[config.mk]
export PLATFORM = sky130hd
export DESIGN_NAME = abs_diff_err_monitor
export DESIGN_NICKNAME = d
export VERILOG_FILES = /design/src/rtl/abs_diff_err_monitor.sv
export SDC_FILE = /design/constraint.sdc
export NUM_CORES = 1
export LEC_CHECK = 0
export CAP_MARGIN = 20
export CORE_MARGIN = 4
export CORE_UTILIZATION = 45
export DETAILED_ROUTE_END_ITERATION = 8
export PLACE_DENSITY = 0.7
export SETUP_SLACK_MARGIN = 0.5
export SKIP_CTS_REPAIR_TIMING = 1
export SLEW_MARGIN = 20
export SYNTH_ARGS = -nofsm -noshare
export SYNTH_HDL_FRONTEND = slang
export SYNTH_SLANG_ARGS = --single-unit
[constraint.sdc]
create_clock -name clk -period 4.25 [get_ports clk]
set_input_delay 0.6375 -clock clk [delete_from_list [all_inputs] [get_ports clk]]
set_output_delay 0.6375 -clock clk [all_outputs]
set_load 0.02 [all_outputs]
[src/rtl/abs_diff_err_monitor.sv]
// rtl/abs_diff_err_monitor.sv - exhaustive sweep and error statistics for approximate abs_diff circuits
module abs_diff_err_monitor #(
    parameter int IN_W  = 4,
    parameter int OUT_W = 2,
    localparam int OP_W  = IN_W / 2,
    localparam int ERR_W = (OP_W > OUT_W) ? OP_W : OUT_W
) (
    input  logic                  clk,
    input  logic                  rst,
    input  logic                  start,
    output logic [IN_W-1:0]       pi_o,
    input  logic [OUT_W-1:0]      po_i,
    output logic                  busy,
    output logic                  done,
    output logic [IN_W:0]         err_count,
    output logic [ERR_W-1:0]      err_max,
    output logic [IN_W+ERR_W-1:0] err_sum,
    output logic [IN_W-1:0]       first_fail,
    output logic                  first_valid
);

    typedef enum logic [1:0] {
        IDLE = 2'd0,
        RUN  = 2'd1,
        DONE = 2'd2
    } state_t;

    localparam logic [IN_W-1:0] LAST_VEC = {IN_W{1'b1}};

    state_t           state;
    logic [OP_W-1:0]  op_a;
    logic [OP_W-1:0]  op_b;
    logic [OP_W-1:0]  exact;
    logic [ERR_W-1:0] exact_ext;
    logic [ERR_W-1:0] po_ext;
    logic [ERR_W-1:0] err;

    // The response path is purely combinational so vector v is scored in the cycle it is driven.
    always_comb begin
        op_a      = pi_o[OP_W-1:0];
        op_b      = pi_o[IN_W-1:OP_W];
        exact     = (op_a >= op_b) ? (op_a - op_b) : (op_b - op_a);
        exact_ext = ERR_W'(exact);
        po_ext    = ERR_W'(po_i);
        err       = (po_ext >= exact_ext) ? (po_ext - exact_ext) : (exact_ext - po_ext);
    end

    always_ff @(posedge clk) begin
        if (rst) begin
            state       <= IDLE;
            pi_o        <= '0;
            busy        <= 1'b0;
            done        <= 1'b0;
            err_count   <= '0;
            err_max     <= '0;
            err_sum     <= '0;
            first_fail  <= '0;
            first_valid <= 1'b0;
        end else begin
            case (state)
                IDLE, DONE: begin
                    if (start) begin
                        state       <= RUN;
                        pi_o        <= '0;
                        busy        <= 1'b1;
                        done        <= 1'b0;
                        err_count   <= '0;
                        err_max     <= '0;
                        err_sum     <= '0;
                        first_fail  <= '0;
                        first_valid <= 1'b0;
                    end
                end
                RUN: begin
                    if (err != '0) begin
                        err_count <= err_count + (IN_W+1)'(1);
                    end
                    err_sum <= err_sum + (IN_W+ERR_W)'(err);
                    if (err > err_max) begin
                        err_max <= err;
                    end
                    if (err != '0 && !first_valid) begin
                        first_fail  <= pi_o;
                        first_valid <= 1'b1;
                    end
                    // The last vector stays on pi_o while DONE holds the results.
                    if (pi_o == LAST_VEC) begin
                        state <= DONE;
                        busy  <= 1'b0;
                        done  <= 1'b1;
                    end else begin
                        pi_o <= pi_o + (IN_W)'(1);
                    end
                end
                default: begin
                    state <= IDLE;
                    busy  <= 1'b0;
                    done  <= 1'b0;
                end
            endcase
        end
    end

endmodule

* Yosys cells after proc, flatten, opt, wreduce, memory -nomap -nowiden
Cells that the tools add are included.
** Word-level totals
- Output and inout bits :: 24
- Register bits :: 26
- Input port bits :: 5
- Word-level logic and storage cells :: 66
** Cells by class
- Muxes and demuxes :: 26
- Equality and inequality tests :: 9
- Add/sub/neg operators :: 7
- $lt $le $gt $ge :: 3
- Reduce and logical (&&, ||, !) cells :: 12
** Operators with widths (count)
- one-hot mux 4 bit (2 select lines) :: 2
- two-way mux 2 bit :: 6
- two-way mux 4 bit :: 3
- inequality test 2 bit (second input constant) :: 6
- one-hot mux 6 bit (2 select lines) :: 1
- AND reduction 3 bit :: 4
- two-way mux 5 bit :: 2
- one-hot mux 5 bit (2 select lines) :: 1
- one-hot mux 2 bit (2 select lines) :: 2
- subtractor 2 bit :: 4
- adder 6 x 2 -> 6 bit :: 1
- two-way mux 6 bit :: 1
- one-hot mux 1 bit (2 select lines) :: 3
- adder 5 x 1 -> 5 bit (second input constant) :: 1
- two-way mux 1 bit :: 5
- adder 4 x 1 -> 4 bit (second input constant) :: 1
- equality test 4 bit (second input constant) :: 1
- >= comparator 2 bit :: 2
- AND reduction 2 bit :: 2
- nonzero test 2 bit :: 2
- equality test 2 x 1 -> 1 bit (second input constant) :: 1
- equality test 2 bit (second input constant) :: 1
- greater-than comparator 2 bit :: 1
- zero test 2 bit :: 1
- other kinds (3) :: 3

* Depth between registers and ports, before layout
Gate-level depths: netlist (run 1).
- Depth after elaboration :: 8
- Gate-level depth with buffers :: 15
- Gate-level depth less buffers :: 15

* Worst setup path after synthesis (run 1)
Ideal clock, no wire load.
- Path type :: register to register
- Start :: reg pi_o[0]
- End :: reg err_max[0]
- Data required time :: 4.185 ns
- Arrival time :: 3.621 ns
- Setup time :: 0.065 ns
- Setup slack :: 0.564 ns
- Stages on the path, launching flop included :: 15
- Path buffers :: 0
- Period minus slack after synthesis :: 3.686 ns
- Cell sequence :: dfxtp_1 -> inv_1 -> ha_1 -> fa_1 -> o21ai_0 -> a21oi_1 -> fa_1 -> nand2_1 -> o21ai_0 -> a221o_2 -> ha_1 -> nor2b_1 -> o211ai_1 -> mux2_2 -> nor2_1
** On the way
- Cells in the longest elaborated chain, start to end :: 7
- Elaborated cells between the ends (all ways) :: 13
- Those cells by class :: 4 x add/sub; 3 x order compare; 1 x eq/ne; 4 x mux; 1 x reduce/logical
** Ends and longest elaborated chain
- from (decl) :: line 11 : output logic [IN_W-1:0] pi_o,
- from (signal assigned) :: line 92 : pi_o <= pi_o + (IN_W)'(1);
- subtractor 2 bit / >= comparator 2 bit (equally long branches) :: line 42 : exact = (op_a >= op_b) ? (op_a - op_b) : (op_b - op_a);
- two-way mux 2 bit * :: line 42
- subtractor 2 bit / >= comparator 2 bit (equally long branches) :: line 45 : err = (po_ext >= exact_ext) ? (po_ext - exact_ext) : (exact_ext - po_ext);
- two-way mux 2 bit * :: line 45
- greater-than comparator 2 bit :: line 79 : if (err > err_max) begin
- inequality test 2 bit (no line)
- AND reduction 3 bit (no line)
- to (signal assigned) :: line 80 : err_max <= err;
- to (decl) :: line 16 : output logic [ERR_W-1:0] err_max,
Mark *: on every way between the ends. The rest lies on a longest branch, timed or not. The select of a mux whose other input is x is not followed.
A chain may end at the register's enable or synchronous reset.

* Worst setup path after layout (run 1)
Ends and elaborated chain as after synthesis.

==> results.cfg, run 1 <==
[placed_design]
placed_area_um2 = 1770
routabilityCongestion = 0.731
dpl.cell_count = 236
dp.final_hpwl_um = 2480
numPortBuffers = 28

[cts]
htreeDepth = 1
clock_latency_ps = 330
root_buffer = clkbuf_4
numCtsBuffers = 3
cts.clk_slew.worst_paths_ps = 140
cts_tree = done
clock_sinks = 25
cts_max_path_buffers = 2

[power_and_ir_drop]
ir_worst_vdd_mv = 0.181
leakagePower_nw = 0.649
power_density_nw_per_um2 = 273

[synth]
netlist_instances = 170
synth.distinct_cells = 40
synth_area_um2 = 1460
synth-edff-count = 0
syn_nets = 190
synth_warnings = 0
synth_top_cell_by_area = dfxtp_1
yosysMostFrequentCell = dfxtp_1
synthFlopType = dfxtp_1
netlist_top_cells_area = dfxtp_1 (34%), ha_1 (10%), nor2_1 (4.9%), a21oi_1 (4.1%), fa_1 (4.1%)
syn_avg_cell_area_um2 = 8.60
synth-seq-cells = 25
seq_area_frac_synth_pct = 34.2
synthArstFlopShare_pct = 0
synth.top_cell.area_share_pct = 34.2
synth_common_cells = dfxtp_1 (25), nor2_1 (19), nand2_1 (15)

[cells_and_area]
layout-drive-gt1-share_pct = 9.09
fillCellCount = 282
n_antenna_cell = 0
stdcell_count = 242
register_area_um2 = 505
final_area_um2 = 1820
nets = 219
syn_to_final_growth_pct = 24.4
multi_input_area_um2 = 892

[global_route]
overflow = 0
grt_start_max_net_pins = 29
grt_pass1_wl_um = 5550
grt_usage_pct = 16.7
antenna_found_initial = 0
grt_pass1_vias = 1269

[routing]
finalWirelength_um = 3350
post-route-drc-count = 0
vias_per_cell = 5.57
wl_per_cell_um = 13.8
vias = 1348
drtPass1Iterations = 4
drtIter0Drc = 54
ant_nets = 0

[timing]
max_freq_mhz = 272
slew_violations = 0
hold_viol = 0
worst_pin_slew_ps = 916
rsz0062_at_grt = true
fin_skew_ps = 11.6
finalCritPeriodShare_pct = 86.6
setup_viol = 0
maxSlewHeadroom_pct = 38.7
whs_ps = 467
setup_tns_ps = 0
fin_crit_ps = 3680

[critical_path]
reg2reg_depth = 13
crit_required_ps = 4510
r2r_start = pi_o[0]$_SDFFE_PP0P_
path_max_fanout = 8
critPathArrivalTime_ps = 3940
start_kind = flip-flop
startpoint = pi_o[0]$_SDFFE_PP0P_
endpoint_kind = flip-flop
crit_type = reg2reg

[hold_path]
hp-class = reg2reg
min_from = first_fail[3]$_SDFFE_PP0P_
whs_path_depth = 2

[floorplan]
dieHeight_um = 65.0
die-area_um2 = 4230
initial_core_util_pct = 47.5
num_io_pins = 29
die_x_um = 65.0
rows = 20
core_um2 = 3080

[outcome]
status = completed

[job]
max_cap_violations = 0
==> where the power goes <==
part | internal (mW) | switching [mW] | leakage (nW)
Clock | 0.0368 | 0.0736 | 0.0150
Sequential | 0.243 | 0.0107 | 0.204
Combinational | 0.0559 | 0.0760 | 0.430
Total | 0.336 | 0.160 | 0.649
==> worst max-delay path: stages, from the launching register on <==
cell      delay (ps)
dfxtp_4          410
inv_1             50
ha_1             200
fa_1             510
o22ai_1          100
a21oi_2          150
fa_1             450
buf_4            150
a221o_2          410
ha_1             300
nor2b_1          140
o211ai_1         270
mux2_2           380
nor2_1            80
==> cells by family (layout without fill, tap and decap cells) <==
family | count (synthesis) | in the layout | share of synthesized area (%)
AO/OA/AOI/OAI | 36 | 36 | 17.6
XOR/XNOR | 1 | 1 | 0.599
adder cells (fa/ha/maj) | 15 | 15 | 14.4
buffers and inverters | 18 | 46 | 5.05
flip-flops | 25 | 25 | 34.2
multiplexers | 4 | 4 | 2.99
AND/OR/NAND/NOR | 71 | 71 | 25.1
==> state kept, by name (all words and copies together) (netlist names) <==
name         count
state            1
err_max          2
pi_o             4
err_count        5
first_fail       4
first_valid      1
err_sum          6
busy             1
done             1
==> routing by layer <==
metal / vias to the layer above / part of all wire [%] / global-route usage [%]
met1: 636 / 42 / 19.7
met5: - / 0 / 0
met3: 7 / 8.2 / 5.03
met4: 0 / 1.3 / 5.18
met2: 53 / 48 / 28.9
li1: 652 / - / -
==> cells in the final DEF, fill, tap and decap left out, types with 3 or more instances in the layout <==
master / instances
nand2_1: 15
nand2b_1: 3
clkbuf_4: 3
a31oi_1: 4
mux2_2: 3
nand3_1: 7
nand3b_1: 5
inv_1: 12
nor2_1: 19
nor3b_1: 3
clkdlybuf4s50_1: 28
ha_1: 12
a21oi_1: 11
nor2b_1: 4
dfxtp_1: 23
nor3_1: 7
fa_1: 3
o21ai_0: 5
a32oi_1: 3
==> per-stage QoR <==
stage	setup WS [ps]	total power [mW]	util, %
final	570	0.496	59.1
after global routing	427	0.525	59.1
after CTS	334	0.497	58.3
after detailed placement	376	0.386	57.5
after global placement	541	0.383	57.5
after floorplan	564	0.347	-
==> layout make-up <==
cell class	count	area share, %
Timing Repair Buffer	30	16.2
Multi-Input combinational cell	127	49.0
Tap cell	44	3.03
Inverter	12	2.48
Sequential cell	25	27.8
Clock buffer	4	1.44
==> final timing paths <==
kind,endpoint,slack (ps)
max,err_max[0]$_SDFFE_PP0P_,570
min,first_fail[3]$_SDFFE_PP0P_,470
max reg2reg,err_max[0]$_SDFFE_PP0P_,570
min reg2reg,first_fail[3]$_SDFFE_PP0P_,470
No activity file was read; power rests on OpenSTA's default activity.
==> run 2: changes to the inputs <==
--- a/config.mk
+++ b/config.mk
@@ -16,3 +16,4 @@
 export SYNTH_ARGS = -nofsm -noshare
 export SYNTH_HDL_FRONTEND = slang
 export SYNTH_SLANG_ARGS = --single-unit
+export TNS_END_PERCENT = 50
==> results of run 2 <==
The final DEF is identical to that of run 1; final timing and power are the same.
==> run 3: changes to the inputs <==
--- a/config.mk
+++ b/config.mk
@@ -16,4 +16,3 @@
 export SYNTH_ARGS = -nofsm -noshare
 export SYNTH_HDL_FRONTEND = slang
 export SYNTH_SLANG_ARGS = --single-unit
-export TNS_END_PERCENT = 50
==> results of run 3 <==
The final DEF is identical to that of run 1; final timing and power are the same.
